==> src/rtl/pico_mem_arbiter_pkg.sv <==
// ---------------------------------------------------------------------------
// pico_arb_pkg
// Shared types and constants for the two-master picorv32 memory arbiter.
//   arb_state_t   : arbiter FSM states (IDLE, BUSY0, BUSY1)
//   mem_req_t     : latched downstream request {addr, wdata, wstrb}
//   TIMEOUT_RDATA : read data returned to a master whose access timed out
// The REQ_* widths are the widest request the arbiter can latch. A top-level
// ADDR_W/DATA_W larger than these is not supported.
// ---------------------------------------------------------------------------
package pico_arb_pkg;

  localparam int REQ_ADDR_W = 32;
  localparam int REQ_DATA_W = 32;
  localparam int REQ_STRB_W = REQ_DATA_W / 8;

  typedef enum logic [1:0] {
    IDLE  = 2'd0,
    BUSY0 = 2'd1,
    BUSY1 = 2'd2
  } arb_state_t;

  localparam logic [REQ_DATA_W-1:0] TIMEOUT_RDATA = 32'hDEAD_BEEF;

  typedef struct packed {
    logic [REQ_ADDR_W-1:0] addr;
    logic [REQ_DATA_W-1:0] wdata;
    logic [REQ_STRB_W-1:0] wstrb;
  } mem_req_t;

endpackage

==> src/rtl/pico_mem_arbiter_if.sv <==
// ---------------------------------------------------------------------------
// pico_mem_arbiter_if
// picorv32-style native memory port bundle.
//   valid : request (driven by the requester)
//   ready : completion pulse (driven by the responder)
//   addr  : request address
//   wdata : write data
//   wstrb : byte strobes, 0 means read
//   rdata : read data, valid together with ready
// Modports:
//   master : requester side (drives valid/addr/wdata/wstrb)
//   slave  : responder side (drives ready/rdata)
// ---------------------------------------------------------------------------
interface pico_mem_arbiter_if #(
  parameter int ADDR_W = 32,
  parameter int DATA_W = 32
);

  logic                valid;
  logic                ready;
  logic [ADDR_W-1:0]   addr;
  logic [DATA_W-1:0]   wdata;
  logic [DATA_W/8-1:0] wstrb;
  logic [DATA_W-1:0]   rdata;

  modport master (
    output valid, addr, wdata, wstrb,
    input  ready, rdata
  );

  modport slave (
    input  valid, addr, wdata, wstrb,
    output ready, rdata
  );

endinterface

==> src/rtl/pico_mem_arbiter_rr_pick.sv <==
// ---------------------------------------------------------------------------
// pico_rr_pick
// Two-way round-robin selector.
//   i_valid0/1   : pending requests
//   i_last_grant : master served by the previous transaction
//   o_any        : at least one request pending
//   o_pick       : selected master (meaningful only when o_any is high)
// On a tie the master that was not served last wins; otherwise the single
// requester wins.
// ---------------------------------------------------------------------------
module pico_rr_pick (
  input  logic i_valid0,
  input  logic i_valid1,
  input  logic i_last_grant,
  output logic o_any,
  output logic o_pick
);

  always_comb begin
    o_any  = i_valid0 | i_valid1;
    o_pick = i_valid1;
    if (i_valid0 && i_valid1) begin
      o_pick = ~i_last_grant;
    end
  end

endmodule

==> src/rtl/pico_mem_arbiter.sv <==
// ---------------------------------------------------------------------------
// pico_mem_arbiter
// Shares one picorv32 native memory port between master m0 (core) and m1
// (loader/DMA) with round-robin fairness, one transaction per grant.
//   clock, reset : system clock, synchronous active-high reset
//   m0, m1       : master ports (slave modport of pico_mem_arbiter_if)
//   mem          : downstream memory port (master modport)
//   grant_id     : master owning the current / last transaction
//   busy         : high while a transaction is outstanding
//   timeout_err  : sticky watchdog flag (only with PICO_ARB_TIMEOUT_EN)
// Optional build macro PICO_ARB_TIMEOUT_EN adds a watchdog that completes a
// stuck access after TIMEOUT_CYC busy cycles with rdata 32'hDEAD_BEEF.
// Timing: request sampled in IDLE -> mem.valid the next cycle; mem.ready
// completes the access combinationally to the owner and returns to IDLE, so
// there is always one idle cycle between transactions.
// ---------------------------------------------------------------------------
module pico_mem_arbiter
  import pico_arb_pkg::*;
#(
  parameter int ADDR_W      = 32,
  parameter int DATA_W      = 32,
  parameter int TIMEOUT_CYC = 255
) (
  input  logic                     clock,
  input  logic                     reset,
  pico_mem_arbiter_if.slave        m0,
  pico_mem_arbiter_if.slave        m1,
  pico_mem_arbiter_if.master       mem,
  output logic                     grant_id,
  output logic                     busy
`ifdef PICO_ARB_TIMEOUT_EN
  ,
  output logic                     timeout_err
`endif
);

  arb_state_t          r_state;
  arb_state_t          w_next;
  logic                r_last_grant;
  logic                r_grant_id;
  logic                r_mem_valid;
  mem_req_t            r_req;
  mem_req_t            w_sel_req;
  logic                w_any;
  logic                w_pick;
  logic                w_start;
  logic                w_done;
  logic                w_timeout;
  logic [DATA_W-1:0]   w_rdata_sel;

  pico_rr_pick u_pick (
    .i_valid0     (m0.valid),
    .i_valid1     (m1.valid),
    .i_last_grant (r_last_grant),
    .o_any        (w_any),
    .o_pick       (w_pick)
  );

  // Request of the master chosen by the round-robin pick.
  always_comb begin
    w_sel_req = '0;
    if (w_pick) begin
      w_sel_req.addr  = REQ_ADDR_W'(m1.addr);
      w_sel_req.wdata = REQ_DATA_W'(m1.wdata);
      w_sel_req.wstrb = REQ_STRB_W'(m1.wstrb);
    end else begin
      w_sel_req.addr  = REQ_ADDR_W'(m0.addr);
      w_sel_req.wdata = REQ_DATA_W'(m0.wdata);
      w_sel_req.wstrb = REQ_STRB_W'(m0.wstrb);
    end
  end

  // Next-state logic.
  always_comb begin
    w_next  = r_state;
    w_start = 1'b0;
    w_done  = 1'b0;
    case (r_state)
      IDLE: begin
        if (w_any) begin
          w_start = 1'b1;
          w_next  = w_pick ? BUSY1 : BUSY0;
        end
      end
      BUSY0, BUSY1: begin
        if (mem.ready || w_timeout) begin
          w_done = 1'b1;
          w_next = IDLE;
        end
      end
      default: w_next = IDLE;
    endcase
  end

  always_ff @(posedge clock) begin
    if (reset) begin
      r_state      <= IDLE;
      r_last_grant <= 1'b1;
      r_grant_id   <= 1'b0;
      r_mem_valid  <= 1'b0;
      r_req        <= '0;
    end else begin
      r_state <= w_next;
      if (w_start) begin
        r_req       <= w_sel_req;
        r_mem_valid <= 1'b1;
        r_grant_id  <= w_pick;
      end else if (w_done) begin
        r_mem_valid  <= 1'b0;
        r_last_grant <= (r_state == BUSY1);
      end
    end
  end

`ifdef PICO_ARB_TIMEOUT_EN
  localparam logic [15:0] WD_LAST = 16'(TIMEOUT_CYC - 1);

  logic [15:0] r_wd_cnt;
  logic        r_timeout_err;

  // Fires in the TIMEOUT_CYC-th busy cycle that has no mem.ready.
  assign w_timeout = (r_state != IDLE) && !mem.ready && (r_wd_cnt == WD_LAST);

  always_ff @(posedge clock) begin
    if (reset) begin
      r_wd_cnt      <= '0;
      r_timeout_err <= 1'b0;
    end else begin
      if (w_start) begin
        r_wd_cnt <= '0;
      end else if ((r_state != IDLE) && !mem.ready) begin
        r_wd_cnt <= r_wd_cnt + 16'd1;
      end
      if (w_timeout) begin
        r_timeout_err <= 1'b1;
      end
    end
  end

  assign timeout_err = r_timeout_err;
`else
  assign w_timeout = 1'b0;
`endif

  assign w_rdata_sel = w_timeout ? DATA_W'(TIMEOUT_RDATA) : mem.rdata;

  assign m0.ready = (r_state == BUSY0) && w_done;
  assign m1.ready = (r_state == BUSY1) && w_done;
  assign m0.rdata = (r_state == BUSY0) ? w_rdata_sel : '0;
  assign m1.rdata = (r_state == BUSY1) ? w_rdata_sel : '0;

  assign mem.valid = r_mem_valid;
  assign mem.addr  = r_req.addr[ADDR_W-1:0];
  assign mem.wdata = r_req.wdata[DATA_W-1:0];
  assign mem.wstrb = r_req.wstrb[DATA_W/8-1:0];

  assign grant_id = r_grant_id;
  assign busy     = (r_state != IDLE);

endmodule
==> src/flat_wrapper.sv <==
// flat-port wrapper written by rule: the top's interface ports become plain ports
module pico_mem_arbiter_flat import pico_arb_pkg::*;
#(
  parameter int ADDR_W      = 32,
  parameter int DATA_W      = 32,
  parameter int TIMEOUT_CYC = 255
)
  (clock, reset, grant_id, busy, m0_valid, m0_addr, m0_wdata, m0_wstrb, m0_ready, m0_rdata, m1_valid, m1_addr, m1_wdata, m1_wstrb, m1_ready, m1_rdata, mem_valid, mem_addr, mem_wdata, mem_wstrb, mem_ready, mem_rdata);
  pico_mem_arbiter_if #(.ADDR_W(ADDR_W), .DATA_W(DATA_W)) m0_i ();
  pico_mem_arbiter_if #(.ADDR_W(ADDR_W), .DATA_W(DATA_W)) m1_i ();
  pico_mem_arbiter_if #(.ADDR_W(ADDR_W), .DATA_W(DATA_W)) mem_i ();
  input  logic clock;
  input  logic reset;
  output logic grant_id;
  output logic busy;
  input wire logic [$bits(m0_i.valid)-1:0] m0_valid;
  input wire logic [$bits(m0_i.addr)-1:0] m0_addr;
  input wire logic [$bits(m0_i.wdata)-1:0] m0_wdata;
  input wire logic [$bits(m0_i.wstrb)-1:0] m0_wstrb;
  output wire logic [$bits(m0_i.ready)-1:0] m0_ready;
  output wire logic [$bits(m0_i.rdata)-1:0] m0_rdata;
  input wire logic [$bits(m1_i.valid)-1:0] m1_valid;
  input wire logic [$bits(m1_i.addr)-1:0] m1_addr;
  input wire logic [$bits(m1_i.wdata)-1:0] m1_wdata;
  input wire logic [$bits(m1_i.wstrb)-1:0] m1_wstrb;
  output wire logic [$bits(m1_i.ready)-1:0] m1_ready;
  output wire logic [$bits(m1_i.rdata)-1:0] m1_rdata;
  output wire logic [$bits(mem_i.valid)-1:0] mem_valid;
  output wire logic [$bits(mem_i.addr)-1:0] mem_addr;
  output wire logic [$bits(mem_i.wdata)-1:0] mem_wdata;
  output wire logic [$bits(mem_i.wstrb)-1:0] mem_wstrb;
  input wire logic [$bits(mem_i.ready)-1:0] mem_ready;
  input wire logic [$bits(mem_i.rdata)-1:0] mem_rdata;
  assign m0_i.valid = m0_valid;
  assign m0_i.addr = m0_addr;
  assign m0_i.wdata = m0_wdata;
  assign m0_i.wstrb = m0_wstrb;
  assign m0_ready = m0_i.ready;
  assign m0_rdata = m0_i.rdata;
  assign m1_i.valid = m1_valid;
  assign m1_i.addr = m1_addr;
  assign m1_i.wdata = m1_wdata;
  assign m1_i.wstrb = m1_wstrb;
  assign m1_ready = m1_i.ready;
  assign m1_rdata = m1_i.rdata;
  assign mem_valid = mem_i.valid;
  assign mem_addr = mem_i.addr;
  assign mem_wdata = mem_i.wdata;
  assign mem_wstrb = mem_i.wstrb;
  assign mem_i.ready = mem_ready;
  assign mem_i.rdata = mem_rdata;
  pico_mem_arbiter #(.ADDR_W(ADDR_W), .DATA_W(DATA_W), .TIMEOUT_CYC(TIMEOUT_CYC)) u_core (.clock(clock), .reset(reset), .m0(m0_i), .m1(m1_i), .mem(mem_i), .grant_id(grant_id), .busy(busy));
endmodule
==> config.mk <==
export PLATFORM = sky130hd
export DESIGN_NAME = pico_mem_arbiter_flat
export DESIGN_NICKNAME = d
export VERILOG_FILES = /design/src/rtl/pico_mem_arbiter_pkg.sv /design/src/rtl/pico_mem_arbiter_if.sv /design/src/rtl/pico_mem_arbiter_rr_pick.sv /design/src/rtl/pico_mem_arbiter.sv /design/src/flat_wrapper.sv
export SDC_FILE = /design/constraint.sdc
export NUM_CORES = 1
export LEC_CHECK = 0
export CORE_AREA = 5 5 117 119
export DETAILED_ROUTE_END_ITERATION = 10
export DIE_AREA = 0 0 122 124
export PLACE_DENSITY = 0.78
export SLEW_MARGIN = 15
export SYNTH_ARGS = -nofsm -noshare
export SYNTH_HDL_FRONTEND = slang
export SYNTH_HIERARCHICAL = 1
export SYNTH_SLANG_ARGS = --single-unit
==> constraint.sdc <==
create_clock -name clock -period 1.8 [get_ports clock]
set_input_delay 0.36 -clock clock [delete_from_list [all_inputs] [get_ports clock]]
set_output_delay 0.36 -clock clock [all_outputs]
set_load 0.02 [all_outputs]
==> results.sh <==
export IMPL_grt_max_degree=74
export IMPL_overflow=0
export IMPL_p_int_uw=4350
export IMPL_yosys_area_top_type_share=0.375
export IMPL_final_hold_violation_count=0
export IMPL_clkPwrFrac=0.318
export IMPL_cp_startpoint="u_core/r_state[1]"
export IMPL_drive_gt1_frac=0.196
export IMPL_synth_area_leaders="dfxtp_1 38%, mux2i_1 17%, and2_1 11%"
export IMPL_peakVddDrop_mv=0.456
export IMPL_drv_cap=0
export IMPL_syn_nets=586
export IMPL_slew_viol_final=0
export IMPL_drtAntennaViolNets=0
export IMPL_synthDistinctLibCells=25
export IMPL_sequentialPowerShare=0.313
export IMPL_dieArea_mm2=0.0151
export IMPL_dpl_hpwl_um=12000
export IMPL_crit_family="flip-flops"
export IMPL_drt_initial_drc_count=64
export IMPL_area_growth_pct=88.1
export IMPL_crit_chain="inv_4 -> buf_4 -> ha_1 -> and3_1 -> buf_2"
export IMPL_grt_first_pass_wirelength_um=21400
export IMPL_synthCells=409
export IMPL_r2r_start="u_core/r_state[0]"
export IMPL_yosysMostFrequentCell="dfxtp_1"
export IMPL_finalWeightedCongestion=0.775
export IMPL_power_density_mw_per_mm2=854
export IMPL_ys_ff_latch=73
export IMPL_pre_cts_ws_ns=-0.294
export IMPL_antenna_found_initial=0
export IMPL_initial_core_util=0.312
export IMPL_cts_tree="built"
export IMPL_synthFlopType="dfxtp_1"
export IMPL_cp_max_fo=3
export IMPL_port_buffers=309
export IMPL_worst_path_buf_inv=3
export IMPL_power_uw=6260
export IMPL_critical_path_slowest_cell="dfxtp_4"
export IMPL_first_pass_iters=4
export IMPL_numCtsBuffers=9
export IMPL_power_switching_uw=1910
export IMPL_period_minus_slack_ns=1.76
export IMPL_worstSetupStartpointType="flop"
export IMPL_yosysSeqAreaShare=0.375
export IMPL_min_path_type="reg2reg"
export IMPL_setup_viol=0
export IMPL_avgSynthCellArea_um2=9.52
export IMPL_syn_cell_area_mm2=0.00389
export IMPL_p_comb_frac=0.369
export IMPL_grt_usage=0.180
export IMPL_hp_start="u_core/grant_id"
export IMPL_wl_per_cell_um=16.6
export IMPL_cp_required_ns=1.44
export IMPL_drt_wl_total_um=14700
export IMPL_cts_sinks=73
export IMPL_path_clk_slew_ns=0.06
export IMPL_fin_crit_sh=0.976
export IMPL_criticalPathCategory="reg2out"
export IMPL_ioPinCount=310
export IMPL_die_width_um=122
export IMPL_die_height_um=124
export IMPL_fin_skew_ns=0.00741
export IMPL_core_area_mm2=0.0125
export IMPL_row_count=41
export IMPL_cpPeakStageDelay_ns=0.37
export IMPL_cts_buffer_depth=2
export IMPL_first_global_vias=4257
export IMPL_utilization=0.588
export IMPL_drc=0
export IMPL_htreeDepth=3
export IMPL_arrival_ns=1.40
export IMPL_r2r_slack_ns=0.29
export IMPL_antenna_cells=0
export IMPL_netlist_top_cells_count="73 x dfxtp_1, 69 x nor2_1, 68 x mux2i_1, 66 x and2_1, 39 x a211oi_1"
export IMPL_fmaxAchievable_mhz=569
export IMPL_synth_edf_count=0
export IMPL_worst_slew_pin_transition_ns=0.417
export IMPL_status="completed"
export IMPL_layoutNonFillerInstCount=886
export IMPL_end_kind="output port"
export IMPL_vias_per_cell=4.56
export IMPL_setup_slack_ns=0.0432
export IMPL_num_vias=4043
export IMPL_switching_share=0.305
export IMPL_holdWs_ns=0.471
export IMPL_insertion_delay_ns=0.33
export IMPL_nets=886
export IMPL_slew_headroom=0.722
export IMPL_yosysWarnings=6
export IMPL_async_reset_ff_frac=0
export IMPL_dp_cells=869
export IMPL_p_leak_uw=0.00301
export IMPL_clockRootBuffer="clkbuf_16"
export IMPL_synth_top_cell_by_area="dfxtp_1"
registers in the layout, summed over array words and instances (netlist names):
name,cells
u_core/grant_id,1
u_core/mem.addr,32
u_core/mem.valid,1
u_core/mem.wdata,32
u_core/mem.wstrb,4
u_core/r_last_grant,1
u_core/r_state,2
final cells by class:
class	instances	area [um2]
clock buffers	12	267
clock inverters	4	73.8
fillers	1105	5140
inverters	3	13.8
multi-input cells	295	2220
flip-flops and latches	73	1470
well taps	172	215
repair buffers	327	3070
power groups by stage:
stage | clock (uW) | sequential [uW] | combinational [uW]
after floorplan | 0 | 2250 | 926
after global placement | 0 | 1970 | 2310
after detailed placement | 0 | 1990 | 2360
after CTS | 2050 | 1960 | 2310
after global routing | 2120 | 1990 | 2470
final | 1990 | 1960 | 2310
stage by stage:
| stage | TNS, ns | area [um2] |
|---|---|---|
| 2_1_floorplan | 0 | 3890 |
| 3_3_place_gp | -10.87 | 7180 |
| 3_5_place_dp | -15.06 | 7180 |
| 4_1_cts | -0.000903 | 7250 |
| 5_1_grt | -0.000996 | 7330 |
| 6_report | 0 | 7330 |
path summary, 6_finish.rpt:
check | to | cells past startpoint
worst min-delay path | u_core/grant_id | 2
worst min register to register | u_core/grant_id | 2
worst max register to register | u_core/r_state[0] | 6
worst max-delay path | m0_ready | 5
layer usage:
metal | part of all wire | track usage | up-vias
met1 | 0.32 | 0.167 | 1810
met4 | 0.023 | 0.0756 | 0
met3 | 0.099 | 0.0609 | 22
met5 | 0 | 0 | -
met2 | 0.55 | 0.355 | 184
li1 | - | - | 2027
repair_timing:
| action | 4_1_cts | 5_1_grt |
|---|---|---|
| resized for setup | 267 | 22 |
| cloned | 0 | 1 |
| hold buffers | 0 | 0 |
| setup endpoints to repair | 67 | 49 |
| pin swaps | 0 | 2 |
| setup buffers | 0 | 0 |
logic make-up (layout without fill, tap and decap cells):
group           count (synthesis)  count (layout)  synth area share
simple gates                  147             147             0.190
compound gates                 76              76             0.179
flops                          73              73             0.375
mux                            68              68             0.175
buf+inv                        41             346            0.0681
fa+ha+maj                       4               4            0.0128
worst register-to-register path, delay by kind of cell (launching register included):
kind | cells | cell delay, ns
flops | 1 | 0.37
fa+ha+maj | 1 | 0.25
buf+inv | 2 | 0.20
compound gates | 1 | 0.15
simple gates | 2 | 0.47
layout by cell type (no fill, tap or decap), types with 4 or more instances in the layout:
cell type | Yosys | layout
a211oi_1 | 39 | 39
a211oi_2 | 29 | 29
a21oi_1 | 4 | 4
and2_1 | 66 | 64
buf_12 | 0 | 9
buf_2 | 8 | 50
buf_4 | 7 | 24
clkbuf_16 | 0 | 10
clkdlybuf4s50_1 | 0 | 241
dfxtp_1 | 73 | 71
mux2i_1 | 68 | 68
nand2_1 | 4 | 4
nor2_1 | 69 | 69
Note: power is estimated with default switching activity, not from simulation.
